**src/rtl/regfile_write_arbiter.sv**
```systemverilog
// -----------------------------------------------------------------------------
// regfile_write_arbiter
//
// Arbitrates two writeback sources (requester 0: ALU, requester 1: load unit)
// onto the single write port of a register file. It also keeps a per-register
// scoreboard of outstanding writebacks, which is used to stall instruction
// issue on RAW and WAW hazards.
//
// Ports
//   clock             in   rising-edge clock for all state
//   reset             in   synchronous, active-high reset
//   req0/addr0/data0  in   requester 0 write request, destination, data
//   gnt0              out  combinational grant to requester 0
//   req1/addr1/data1  in   requester 1 write request, destination, data
//   gnt1              out  combinational grant to requester 1
//   issue_valid       in   instruction issue attempt
//   issue_dst         in   destination register of the issuing instruction
//   src_a, src_b      in   source registers of the issuing instruction
//   hazard            out  combinational; the issue must stall this cycle
//   rf_write          out  registered write strobe to the register file
//   rf_write_address  out  registered write address
//   rf_write_data     out  registered write data
//   pending           out  scoreboard; bit i set = register i awaits writeback
// -----------------------------------------------------------------------------
module regfile_write_arbiter #(
  parameter int DATA_W = 16,
  parameter int ADDR_W = 3
) (
  input  logic                 clock,
  input  logic                 reset,

  input  logic                 req0,
  input  logic [ADDR_W-1:0]    addr0,
  input  logic [DATA_W-1:0]    data0,
  output logic                 gnt0,

  input  logic                 req1,
  input  logic [ADDR_W-1:0]    addr1,
  input  logic [DATA_W-1:0]    data1,
  output logic                 gnt1,

  input  logic                 issue_valid,
  input  logic [ADDR_W-1:0]    issue_dst,
  input  logic [ADDR_W-1:0]    src_a,
  input  logic [ADDR_W-1:0]    src_b,
  output logic                 hazard,

  output logic                 rf_write,
  output logic [ADDR_W-1:0]    rf_write_address,
  output logic [DATA_W-1:0]    rf_write_data,
  output logic [2**ADDR_W-1:0] pending
);

  localparam int NUM_REGS = 2**ADDR_W;

  // Identity of the requester granted most recently.
  typedef enum logic {
    LAST_REQ0 = 1'b0,
    LAST_REQ1 = 1'b1
  } last_grant_e;

  last_grant_e         last_grant_q, last_grant_d;
  logic                rf_write_q,   rf_write_d;
  logic [ADDR_W-1:0]   rf_addr_q,    rf_addr_d;
  logic [DATA_W-1:0]   rf_data_q,    rf_data_d;
  logic [NUM_REGS-1:0] pending_q,    pending_d;

  logic gnt0_c, gnt1_c;
  logic hazard_c;
  logic issue_accept;

  // ---------------------------------------------------------------------------
  // Round-robin arbitration. On a tie the requester that was not granted most
  // recently wins. Nothing is granted while reset is high, so requests held
  // across reset are simply still waiting afterwards.
  // ---------------------------------------------------------------------------
  always_comb begin
    // NOTE: every signal assigned in a combinational block gets a default
    // first, so no path can leave it unassigned and infer a latch.
    gnt0_c = 1'b0;
    gnt1_c = 1'b0;
    if (!reset) begin
      if (req0 && req1) begin
        if (last_grant_q == LAST_REQ1) gnt0_c = 1'b1;
        else                           gnt1_c = 1'b1;
      end else begin
        gnt0_c = req0;
        gnt1_c = req1;
      end
    end
  end

  // ---------------------------------------------------------------------------
  // Hazard detection: a source (RAW) or the destination (WAW) still awaits its
  // writeback. Forced low during reset.
  // ---------------------------------------------------------------------------
  always_comb begin
    hazard_c = 1'b0;
    if (!reset && issue_valid) begin
      hazard_c = pending_q[src_a] | pending_q[src_b] | pending_q[issue_dst];
    end
  end

  assign issue_accept = issue_valid && !hazard_c;

  // ---------------------------------------------------------------------------
  // Next-state for the write port and the last-grant pointer. Without a grant
  // the strobe drops and address/data keep their previous values.
  // ---------------------------------------------------------------------------
  always_comb begin
    rf_write_d   = 1'b0;
    rf_addr_d    = rf_addr_q;
    rf_data_d    = rf_data_q;
    last_grant_d = last_grant_q;
    if (gnt0_c) begin
      rf_write_d   = 1'b1;
      rf_addr_d    = addr0;
      rf_data_d    = data0;
      last_grant_d = LAST_REQ0;
    end else if (gnt1_c) begin
      rf_write_d   = 1'b1;
      rf_addr_d    = addr1;
      rf_data_d    = data1;
      last_grant_d = LAST_REQ1;
    end
  end

  // ---------------------------------------------------------------------------
  // Scoreboard next-state. The clear tracks the register file commit of the
  // currently registered write; the issue set is applied afterwards so that a
  // set and a clear of the same bit on one edge leaves the bit set.
  // ---------------------------------------------------------------------------
  always_comb begin
    pending_d = pending_q;
    if (rf_write_q) pending_d[rf_addr_q] = 1'b0;
    if (issue_accept) pending_d[issue_dst] = 1'b1;
  end

  // ---------------------------------------------------------------------------
  // State registers. Reset also cancels a write already registered.
  // ---------------------------------------------------------------------------
  always_ff @(posedge clock) begin
    // NOTE: sequential state uses non-blocking assignments so every register
    // samples pre-edge values regardless of statement or process order.
    if (reset) begin
      rf_write_q   <= 1'b0;
      rf_addr_q    <= '0;
      rf_data_q    <= '0;
      pending_q    <= '0;
      last_grant_q <= LAST_REQ1;
    end else begin
      rf_write_q   <= rf_write_d;
      rf_addr_q    <= rf_addr_d;
      rf_data_q    <= rf_data_d;
      pending_q    <= pending_d;
      last_grant_q <= last_grant_d;
    end
  end

  assign gnt0             = gnt0_c;
  assign gnt1             = gnt1_c;
  assign hazard           = hazard_c;
  assign rf_write         = rf_write_q;
  assign rf_write_address = rf_addr_q;
  assign rf_write_data    = rf_data_q;
  assign pending          = pending_q;

endmodule

```
**config.mk**
```make
export PLATFORM = sky130hd
export DESIGN_NAME = regfile_write_arbiter
export DESIGN_NICKNAME = d
export VERILOG_FILES = /design/src/rtl/regfile_write_arbiter.sv
export SDC_FILE = /design/constraint.sdc
export NUM_CORES = 1
export LEC_CHECK = 0
export ABC_CLOCK_PERIOD_IN_PS = 2100
export CAP_MARGIN = 20
export CORE_ASPECT_RATIO = 0.8
export CORE_MARGIN = 1
export CORE_UTILIZATION = 37
export DETAILED_ROUTE_END_ITERATION = 16
export GPL_ROUTABILITY_DRIVEN = 0
export PLACE_DENSITY = 0.84
export SYNTH_ARGS = -nofsm -noshare
export SYNTH_HDL_FRONTEND = slang
export SYNTH_SLANG_ARGS = --single-unit
```
**constraint.sdc**
```tcl
create_clock -name clock -period 2.1 [get_ports clock]
set_input_delay 0.21 -clock clock [delete_from_list [all_inputs] [get_ports clock]]
set_output_delay 0.21 -clock clock [all_outputs]
set_load 0.05 [all_outputs]
```
# After elaboration in Yosys (flattened, before gate mapping)
# Index checks and enable logic that the tools add are counted.
# word_totals
regBits	29
wordCells	51
latchBits	0
n_memories	0
ram_bits	0
mem_bits_ro	0
input_bits	52
output_inout_bits	31
# classes
n_div	0
multipliers	0
reduce_logical	8
mux	27
addsub	0
n_lt_le_gt_ge	6
n_eq_ne	0
bitwise_logic	5
n_shift	0
# op_table
op	n
16-bit two-way mux	2
3-bit by 4-bit < comparator with 1-bit output, second input constant	4
1-bit two-way mux	16
8-bit two-way mux	2
1-bit binary-select mux with 3-bit select	3
8-bit AND	1
8-bit inverter	1
8-bit OR	1
1-bit demux with 3-bit select	2
3-bit by 1-bit greater-or-equal comparator with 1-bit output, second input constant	2
3-bit two-way mux	2
1-bit logical AND	5
1-bit logical NOT	2
1-bit OR	2
2-bit nonzero test	1

# Depth between registers and ports, before layout
# Gate-level depths: netlist of the first run.
# logic_depth
ltp_word	9
ltp_mapped	6
mapped_depth_nobuf	5

# Least setup slack after synthesis of the first run
# OpenSTA, ideal clock, no wires.
# synth_path
kind	reg2out
start	register pending_q[7] (netlist: pending[7])
end	output port hazard
required_ps	1890
path_stages_with_launch	5
path_buffers	0
slack_ps	31
t_arrival_ps	1859
path_cell_list	dfxtp_1 > nand2_1 > mux4_2 > nand4_2 > and2_1
# synth_between
elab_chain_cells	5
word_cells_on_any_way	9
classes_between	mux: 7; bitwise: 2
# synth_lines
element	line	rtl
start, declared	66	logic [NUM_REGS-1:0] pending_q, pending_d;
start signal, assigned	155	pending_q <= pending_d;
1-bit binary-select mux with 3-bit select	100	hazard_c = pending_q[src_a] | pending_q[src_b] | pending_q[issue_dst];
1-bit two-way mux (not written as such)	100	
1-bit OR	100	
1-bit OR (*)	100	
1-bit two-way mux (*)	99	if (!reset && issue_valid) begin
end, declared	46	output logic hazard,
# Mark *: on every way between the ends. The rest lies on a longest branch, timed or not. The select of a mux whose other input is x is not followed.

# Worst setup path after layout of the first run
# layout_path
start	register pending_q[3] (netlist: pending[3])
end	output port hazard
# The elaborated chain is that of the path after synthesis.

==> results of run 1 <==
synthesized netlist by cell type:
cell	instances	share of area
a211o_1	1	0.0063
a211oi_1	4	0.022
a211oi_2	1	0.0091
a222oi_1	15	0.11
and2_1	1	0.0045
buf_2	2	0.0072
clkbuf_1	7	0.019
dfxtp_1	29	0.42
inv_1	3	0.0082
inv_2	2	0.0054
mux2i_1	6	0.043
mux4_2	6	0.098
nand2_1	10	0.027
nand2b_1	8	0.036
nand3_1	1	0.0036
nand4_2	1	0.0091
nor2_1	20	0.054
nor2b_1	2	0.0091
nor3_1	2	0.0072
o211ai_1	6	0.033
o21ai_1	3	0.011
o311ai_0	2	0.013
o31ai_1	4	0.022
o41ai_2	2	0.024
cells in the final DEF, fill, tap and decap left out:
| master | count |
|---|---|
| nor2_1 | 20 |
| dlymetal6s2s_1 | 1 |
| a222oi_1 | 15 |
| buf_4 | 10 |
| nand2_1 | 10 |
| clkinvlp_4 | 1 |
| nand4_2 | 1 |
| a211oi_1 | 4 |
| inv_1 | 3 |
| nor3_2 | 1 |
| a211o_1 | 1 |
| mux4_2 | 6 |
| o31ai_1 | 4 |
| and2_1 | 1 |
| dlygate4sd2_1 | 2 |
| buf_12 | 3 |
| clkbuf_8 | 5 |
| nand2b_1 | 8 |
| nor2b_1 | 2 |
| o311ai_0 | 2 |
| clkinv_2 | 2 |
| mux2i_1 | 6 |
| clkdlybuf4s50_1 | 76 |
| nand3_1 | 1 |
| a211oi_2 | 1 |
| o21ai_1 | 3 |
| o211ai_1 | 6 |
| dfxtp_1 | 29 |
| nor3_1 | 1 |
| o41ai_2 | 2 |
| inv_2 | 2 |
sequential cells by signal (all words and copies together), names as in the netlist:
register and count:
last_grant_q 1, rf_write_address 3, rf_write 1, rf_write_data 16
pending 8
stage by stage:
| stage | utilization | setup slack, ns | area [µm²] | setup TNS [ns] | power [mW] |
|---|---|---|---|---|---|
| after global routing | 0.6910 | 0.005222 | 2415 | 0 | 1.571 |
| after CTS | 0.6903 | 0.04094 | 2412 | 0 | 1.512 |
| after detailed placement | 0.6663 | -0.05056 | 2328 | -0.1375 | 1.075 |
| after floorplan | - | 0.03113 | 1381 | 0 | 0.8547 |
| after global placement | 0.6663 | -0.01208 | 2328 | -0.01208 | 1.069 |
| final | 0.6910 | 0.1035 | 2415 | 0 | 1.500 |
metal layers:
metal  wire length, µm  global-route usage  share of wire
met5                 0                   0              0
met1              1778              0.2689           0.43
met2              1958              0.3701           0.47
met4                25             0.05143         0.0060
met3               377             0.08977          0.091
area by class of cell:
class | instances | area share
Clock buffer | 5 | 0.02850
Clock inverter | 3 | 0.007254
Inverter | 5 | 0.007772
Multi-Input combinational cell | 95 | 0.3109
Sequential cell | 29 | 0.2404
Tap cell | 42 | 0.02176
Timing Repair Buffer | 92 | 0.3834
worst max-delay path, cell delays in order (launching register included):
cell     delay, ns
dfxtp_1       0.37
mux4_2        0.47
mux2i_1       0.20
nand4_2       0.14
and2_1        0.18
buf_12        0.15
repair_timing:
item / in CTS / in global routing
resized for setup: 2 / 1
hold buffers: 0 / 0
endpoints found under the setup margin: 1 / 1
cell families (layout without fill, tap and decap cells):
kind of cell	after synthesis	count (layout)
AOI/OAI and AO/OA	38	38
buffers and inverters	14	105
DFF	29	29
muxes	12	12
and+or+nand+nor	45	45
power by group through the flow:
stage	Combinational (mW)	Clock, mW	Sequential, mW
floorplan	0.126	0	0.729
global placement	0.445	0	0.624
detailed placement	0.450	0	0.625
CTS	0.450	0.449	0.613
global route	0.477	0.476	0.618
finish	0.448	0.438	0.614
worst max path at each step:
stage | from | to | slack [ns] | cells past startpoint
floorplan | pending[7] | hazard | 0.03 | 4
global placement | src_a[1] | hazard | -0.01 | 6
detailed placement | src_a[1] | pending[3] | -0.05 | 6
CTS | issue_dst[0] | hazard | 0.04 | 6
global route | pending[3] | hazard | 0.005 | 5
finish | pending[3] | hazard | 0.10 | 5
==> metrics.md, run 1 <==
| Metric | Value |
|---|---|
| Simple-gate share of the synthesized area | 0.1513 |
| Initial DRC Count | ~140 |
| Avg Cell Area, Syn | ~10 µm² |
| R2r startpoint | pending[3] |
| Die extent in x | around 70 µm |
| GRT Overall Usage | 0.2224 |
| Core area | approximately 3500 µm² |
| Fmax | roughly 0.5 GHz |
| Clock Path Buffers | 2 |
| Power per cell area | 621.1 nW/µm² |
| # diodes | 0 |
| Reg-to-reg endpoint | pending[3] |
| Final Hold Fails | 0 |
| Clock share of power | 0.292 |
| DRC viols | 0 |
| I/O pin total | 83 |
| DR vias/cell | 5.598 |
| Crit path DAT | between 1.5 and 2 ns |
| Logic pwr share | 0.299 |
| Max Cap Viol | 0 |
| Reg clk slew, reported paths | 0.06 ns |
| Slew headroom | 0.6580 |
| Die area | 3983 µm² |
| Filler cells | ~280 |
| Outcome | finished clean |
| Layout cell share with drive strength beyond 1 | 0.1485 |
| CP max FO | 5 |
| Number of H-tree levels | 2 |
| Initial antenna violation count | 0 |
| Fin crit share | 0.9507 |
| Area occupied by registers | around 580 µm² |
| Worst R2R Path Depth | 5 |
| Crit path time final | between 1.5 and 2 ns |
| HPWL after DPL | 3.174 mm |
| Fin cells | ~270 |
| Number of cell rows | 19 |
| Int Power | between 1 and 1.5 mW |
| Die H | around 57 µm |
| Peak VDD IR | around 0.47 mV |
| Ys Warns | 0 |
| Vias | ~1,500 |
| Layout net count | 280 |
| Synth Area in Adders | 0 |
| GRT overflow | 0 |
| Synth Register Bits | 29 |
| Cell area after synthesis | ~1400 µm² |
| Hold Crit Endpoint | pending[2] |
| Critical path startpoint category | flip-flop |
| Crit Path Class | reg2out |
| Vias in the first global route | 1,484 |
| CTS tree | done |
| Routed wire length | 4.139 mm |
| Final Slew Violations | 0 |
| Inst Count DP | roughly 260 |
| Synthesized Nets | 190 |
| RSZ-0062 raised after global routing | false |
| Area occupied by multi-input gates | 750.7 µm² |
| Worst hold path class | in2reg |
| Pin count of the biggest net entering global routing | 18 |
| Number of port buffers | roughly 80 |
| Layout area overhead | 74.82% |
| Routed len/inst | 15.27 µm |
| Worst slew pin tran | between 0.5 and 0.6 ns |
| Synth Area in XOR/XNOR | 0 |
| Post-CTS Setup Inserts | 0 |
| Sequential fraction of the synthesis area | 0.4203 |
| Post-Synthesis Cells | between 100 and 150 |
| Sequential fraction of design power | 0.409 |
| Fin Clk Skew | 0.001996 ns |
| Switch Pwr | around 0.47 mW |
| FF-to-FF setup slack | ~0.37 ns |
| Worst Setup End Kind | primary output |
| Largest family of logic cells by synthesized area | compound AO/OA/AOI/OAI gates |
| Skew-Pair Late Insertion Delay | approximately 0.27 ns |
| Pre-antenna DRT Iters | 4 |
| Worst hold start | issue_dst[0] |
| Lkg Pwr | about 0.9 nW |
| Global-route wire length before repair | around 7 mm |
| Hold Path Depth | 3 |
| Post-synth cell types | 24 |
| Starting Density | 0.3953 |
| Hold Slack | around 0.46 ns |
| CTS Root Cell | clkbuf_8 |
| Sw Share | 0.3164 |
| Routed Antenna Nets | 0 |
| Synth Area in Compound Gates | 0.2473 |
| CTS buffer count | 5 |
| Clk sinks | 29 |
| WP data required | 1.89 ns |
| Final setup fails | 0 |
| Multiplexer share of the synthesized area | 0.1413 |
Note: power is estimated with default switching activity, not from simulation.
==> run 2: changes to the inputs <==
Settings changed: ABC_AREA set to 1, CORE_UTILIZATION 37 to 39.
==> metrics.md, run 2 <==
| Metric | Value |
|---|---|
| Pin count of the biggest net entering global routing | 24 (+6) |
| Worst Setup End Kind | primary output |
| Final setup fails | 0 (unchanged) |
| Synth top area share | 0.3688 (-0.05145) |
| Number of H-tree levels | 2 (unchanged) |
| Outcome | finished clean |
| Die extent in x | 73.03 µm (+3.9%) |
| CTS Root Cell | clkbuf_8 |
| Top post-synthesis cells by count | nand2_1 (82), nand3_1 (37), dfxtp_1 (29), inv_1 (25), a31oi_1 (15) |
| Asr flop ratio synth | 0 (unchanged) |
| Initial antenna violation count | 0 (unchanged) |
| Switch Pwr | 0.5204 mW (+9.7%) |
| HPWL after DPL | 3.488 mm (+9.9%) |
| Number of cell rows | 20 (+1) |
| Worst-path cell chain | clkdlybuf4s50_1 > nand2_1 > o21ai_1 > nand2_1 > nand2_1 > nand2_1 > nand2_2 > o21bai_4 > inv_1 > buf_12 |
| Clk sinks | 29 (unchanged) |
| Critical-path top delay cell | clkdlybuf4s50_1 |
| DR vias/cell | 4.960 (-11%) |
| Sequential fraction of the synthesis area | 0.3688 (-0.05145) |
| Cell area after synthesis | 1574 µm² (+14%) |
| Core area | 3829 µm² (+9.6%) |
| Peak VDD IR | 0.4259 mV (-9.2%) |
| Final setup TNS | 0 ns (unchanged) |
| Power per cell area | 655.0 nW/µm² (+5.5%) |
| Routed Antenna Nets | 0 (unchanged) |
| Placed Area | 2467 µm² (+6.0%) |
| Layout area overhead | 64.39% |
| Ys Warns | 0 (unchanged) |
| Finished Cell Area | 2587 µm² (+7.2%) |
| CP max FO | 13 (+8) |
| Fin Clk Skew | 0.009675 ns (+0.007679 ns) |
| Post-cts hold buffer count | 0 (unchanged) |
| Clock share of power | 0.359 (+0.067) |
| CP max stage delay | 0.71 ns (+0.24 ns) |
| Starting Density | 0.4111 (+0.01584) |
| Sw Share | 0.3071 (-0.009272) |
| Clock Path Buffers | 2 (unchanged) |
| Max layer used | met4 |
| CTS buffer count | 5 (unchanged) |
| Main synth FF type | dfxtp_1 |
| Int Power | 1.174 mW (+15%) |
| Die area | 4295 µm² (+7.8%) |
| Worst hold path class | reg2reg |
| Routed length on met1 | 1.963 mm (+10%) |
| Crit Path Class | in2out |
| Avg Cell Area, Syn | 6.586 µm² (-34%) |
| DRC viols | 0 (unchanged) |
| Max Cap Viol | 0 (unchanged) |
| Most common cell after layout, fill and taps aside | nand2_1 |
| # diodes | 0 (unchanged) |
| Reg clk slew, reported paths | 0.07 ns (about the same) |
| WP data required | 1.89 ns (about the same) |
| Routed len/inst | 12.40 µm (-19%) |
| Layout net count | 375 (+34%) |
| Layout cell share with drive strength beyond 1 | 0.07099 (-0.07748) |
| GRT overflow | 0 (unchanged) |
| Skew-Pair Late Insertion Delay | 0.28 ns (about the same) |
| Crit path time final | 1.900 ns (-0.09692 ns) |
| Inst Count DP | 371 (+41%) |
| RSZ-0062 raised after global routing | false |
| Fin cells | 379 (+40%) |
| Worst slew pin tran | 0.5248 ns (+0.01332 ns) |
| CTS tree | done |
| Post-CTS Setup Inserts | 0 (unchanged) |
| Synth Register Bits | 29 (unchanged) |
| Die H | 58.82 µm (+3.8%) |
| Most common cell in the netlist | nand2_1 |
| GRT Overall Usage | 0.2294 (+0.006965) |
| Slew headroom | 0.6491 (-0.008908) |
| Pre-antenna DRT Iters | 5 (+1) |
| Area leader, netlist | dfxtp_1 |
| Synthesized Nets | 291 (+53%) |
| Fin util | 0.6758 (-0.01520) |
| CTS resizes | 0 (-2) |
| Fmax | 0.5264 GHz (+5.1%) |
| Initial DRC Count | 83 (-42%) |
| Routed wire length | 4.698 mm (+14%) |
| Met2 wire len | 2.098 mm (+7.2%) |
| Fin crit share | 0.9046 (-0.04615) |
| Max reg flops | 16 (unchanged) |
| Most frequent cells in the layout | nand2_1 (82), clkdlybuf4s50_1 (79), nand3_1 (37) |
| Synth top area cells | dfxtp_1 (37%), nand2_1 (20%), nand3_1 (12%) |
| Hold Slack | 0.4756 ns (+0.01239 ns) |
| Sequential fraction of design power | 0.361 (-0.048) |
| I/O pin total | 83 (unchanged) |
| Vias in the first global route | 1,700 (+15%) |
| Most Frequent Cell on Critical Path | nand2_1 |
| Met3 WL post-DR | 575 µm (+53%) |
| Number of synthesized flops with an enable pin | 0 (unchanged) |
| Critical path startpoint category | primary input |
| Final Slew Violations | 0 (unchanged) |
| Post-Synthesis Cells | 239 (+73%) |
| Crit path DAT | 1.69 ns (-0.10 ns) |
| Number of port buffers | 82 (unchanged) |
| Vias | 1,880 (+24%) |
| Post-synth cell types | 20 (-17%) |
| Final Hold Fails | 0 (unchanged) |
| Global-route wire length before repair | 7.445 mm (+7.5%) |
| Lkg Pwr | 1.015 nW (+13%) |
| Logic pwr share | 0.280 (-0.019) |
-- run 2: cell count changes in the layout (fill, tap and decap cells not counted), moves of 5 or more --
cell / before / now
buf_4: 10 / 5
o21ai_0: 0 / 8
nor3_1: 1 / 8
mux2i_1: 6 / 0
nand2_1: 10 / 82
a21oi_1: 0 / 8
a222oi_1: 15 / 0
mux4_2: 6 / 0
inv_1: 3 / 25
nand3_1: 1 / 37
nand2b_1: 8 / 0
nor2_1: 20 / 0
a31oi_1: 0 / 15
-- run 2: stage by stage --
step                      power [mW]  worst slack, ns
final                          1.695           0.2004
after detailed placement       1.095           0.2046
after global placement         1.092           0.2620
after CTS                      1.698           0.1969
after floorplan               0.8820           0.3639
after global routing           1.762          0.09902
-- run 2: per-layer routing --
layer	up-vias	GRT usage
li1	961	-
met1	812	0.2682
met2	100	0.3664
met4	0	0.08123
met5	-	0
met3	7	0.1113
-- run 2: layout make-up --
cell class | instances | area [µm²]
multi-input cells | 172 | 824.5
flip-flops and latches | 29 | 580.6
clock buffers | 6 | 82.58
well taps | 55 | 68.82
repair buffers | 87 | 888.4
clock inverters | 2 | 37.54
inverters | 28 | 105.1
fillers | 325 | 1241
-- run 2: cells by family (layout without fill, tap and decap cells) --
group | count (synthesis) | after routing | synth area share
AO/OA/AOI/OAI | 42 | 42 | 0.1693
buffers and inverters | 38 | 123 | 0.1073
AND/OR/NAND/NOR | 130 | 130 | 0.3545
flip-flops | 29 | 29 | 0.3688
-- run 2: path summary, 6_finish.rpt --
path / from / end / slack (ns) / cells after the start
min: rf_write_data[13] / rf_write_data[13] / 0.48 / 2
max: issue_dst[0] / hazard / 0.20 / 10
min reg2reg: rf_write_data[13] / rf_write_data[13] / 0.48 / 2
max reg2reg: last_grant_q / rf_write_data[8] / 0.62 / 8
-- run 2: worst max-delay path, delay by kind of cell --
kind | cells | cell delay, ns
buffers and inverters | 3 | 0.95
AND/OR/NAND/NOR | 5 | 0.38
AO/OA/AOI/OAI | 2 | 0.15
-- run 2: power groups by stage --
stage	combinational [mW]	clock (mW)	sequential [mW]
finish	0.475	0.609	0.611
detailed placement	0.473	0	0.622
global route	0.506	0.641	0.615
floorplan	0.149	0	0.733
CTS	0.476	0.612	0.611
global placement	0.469	0	0.622
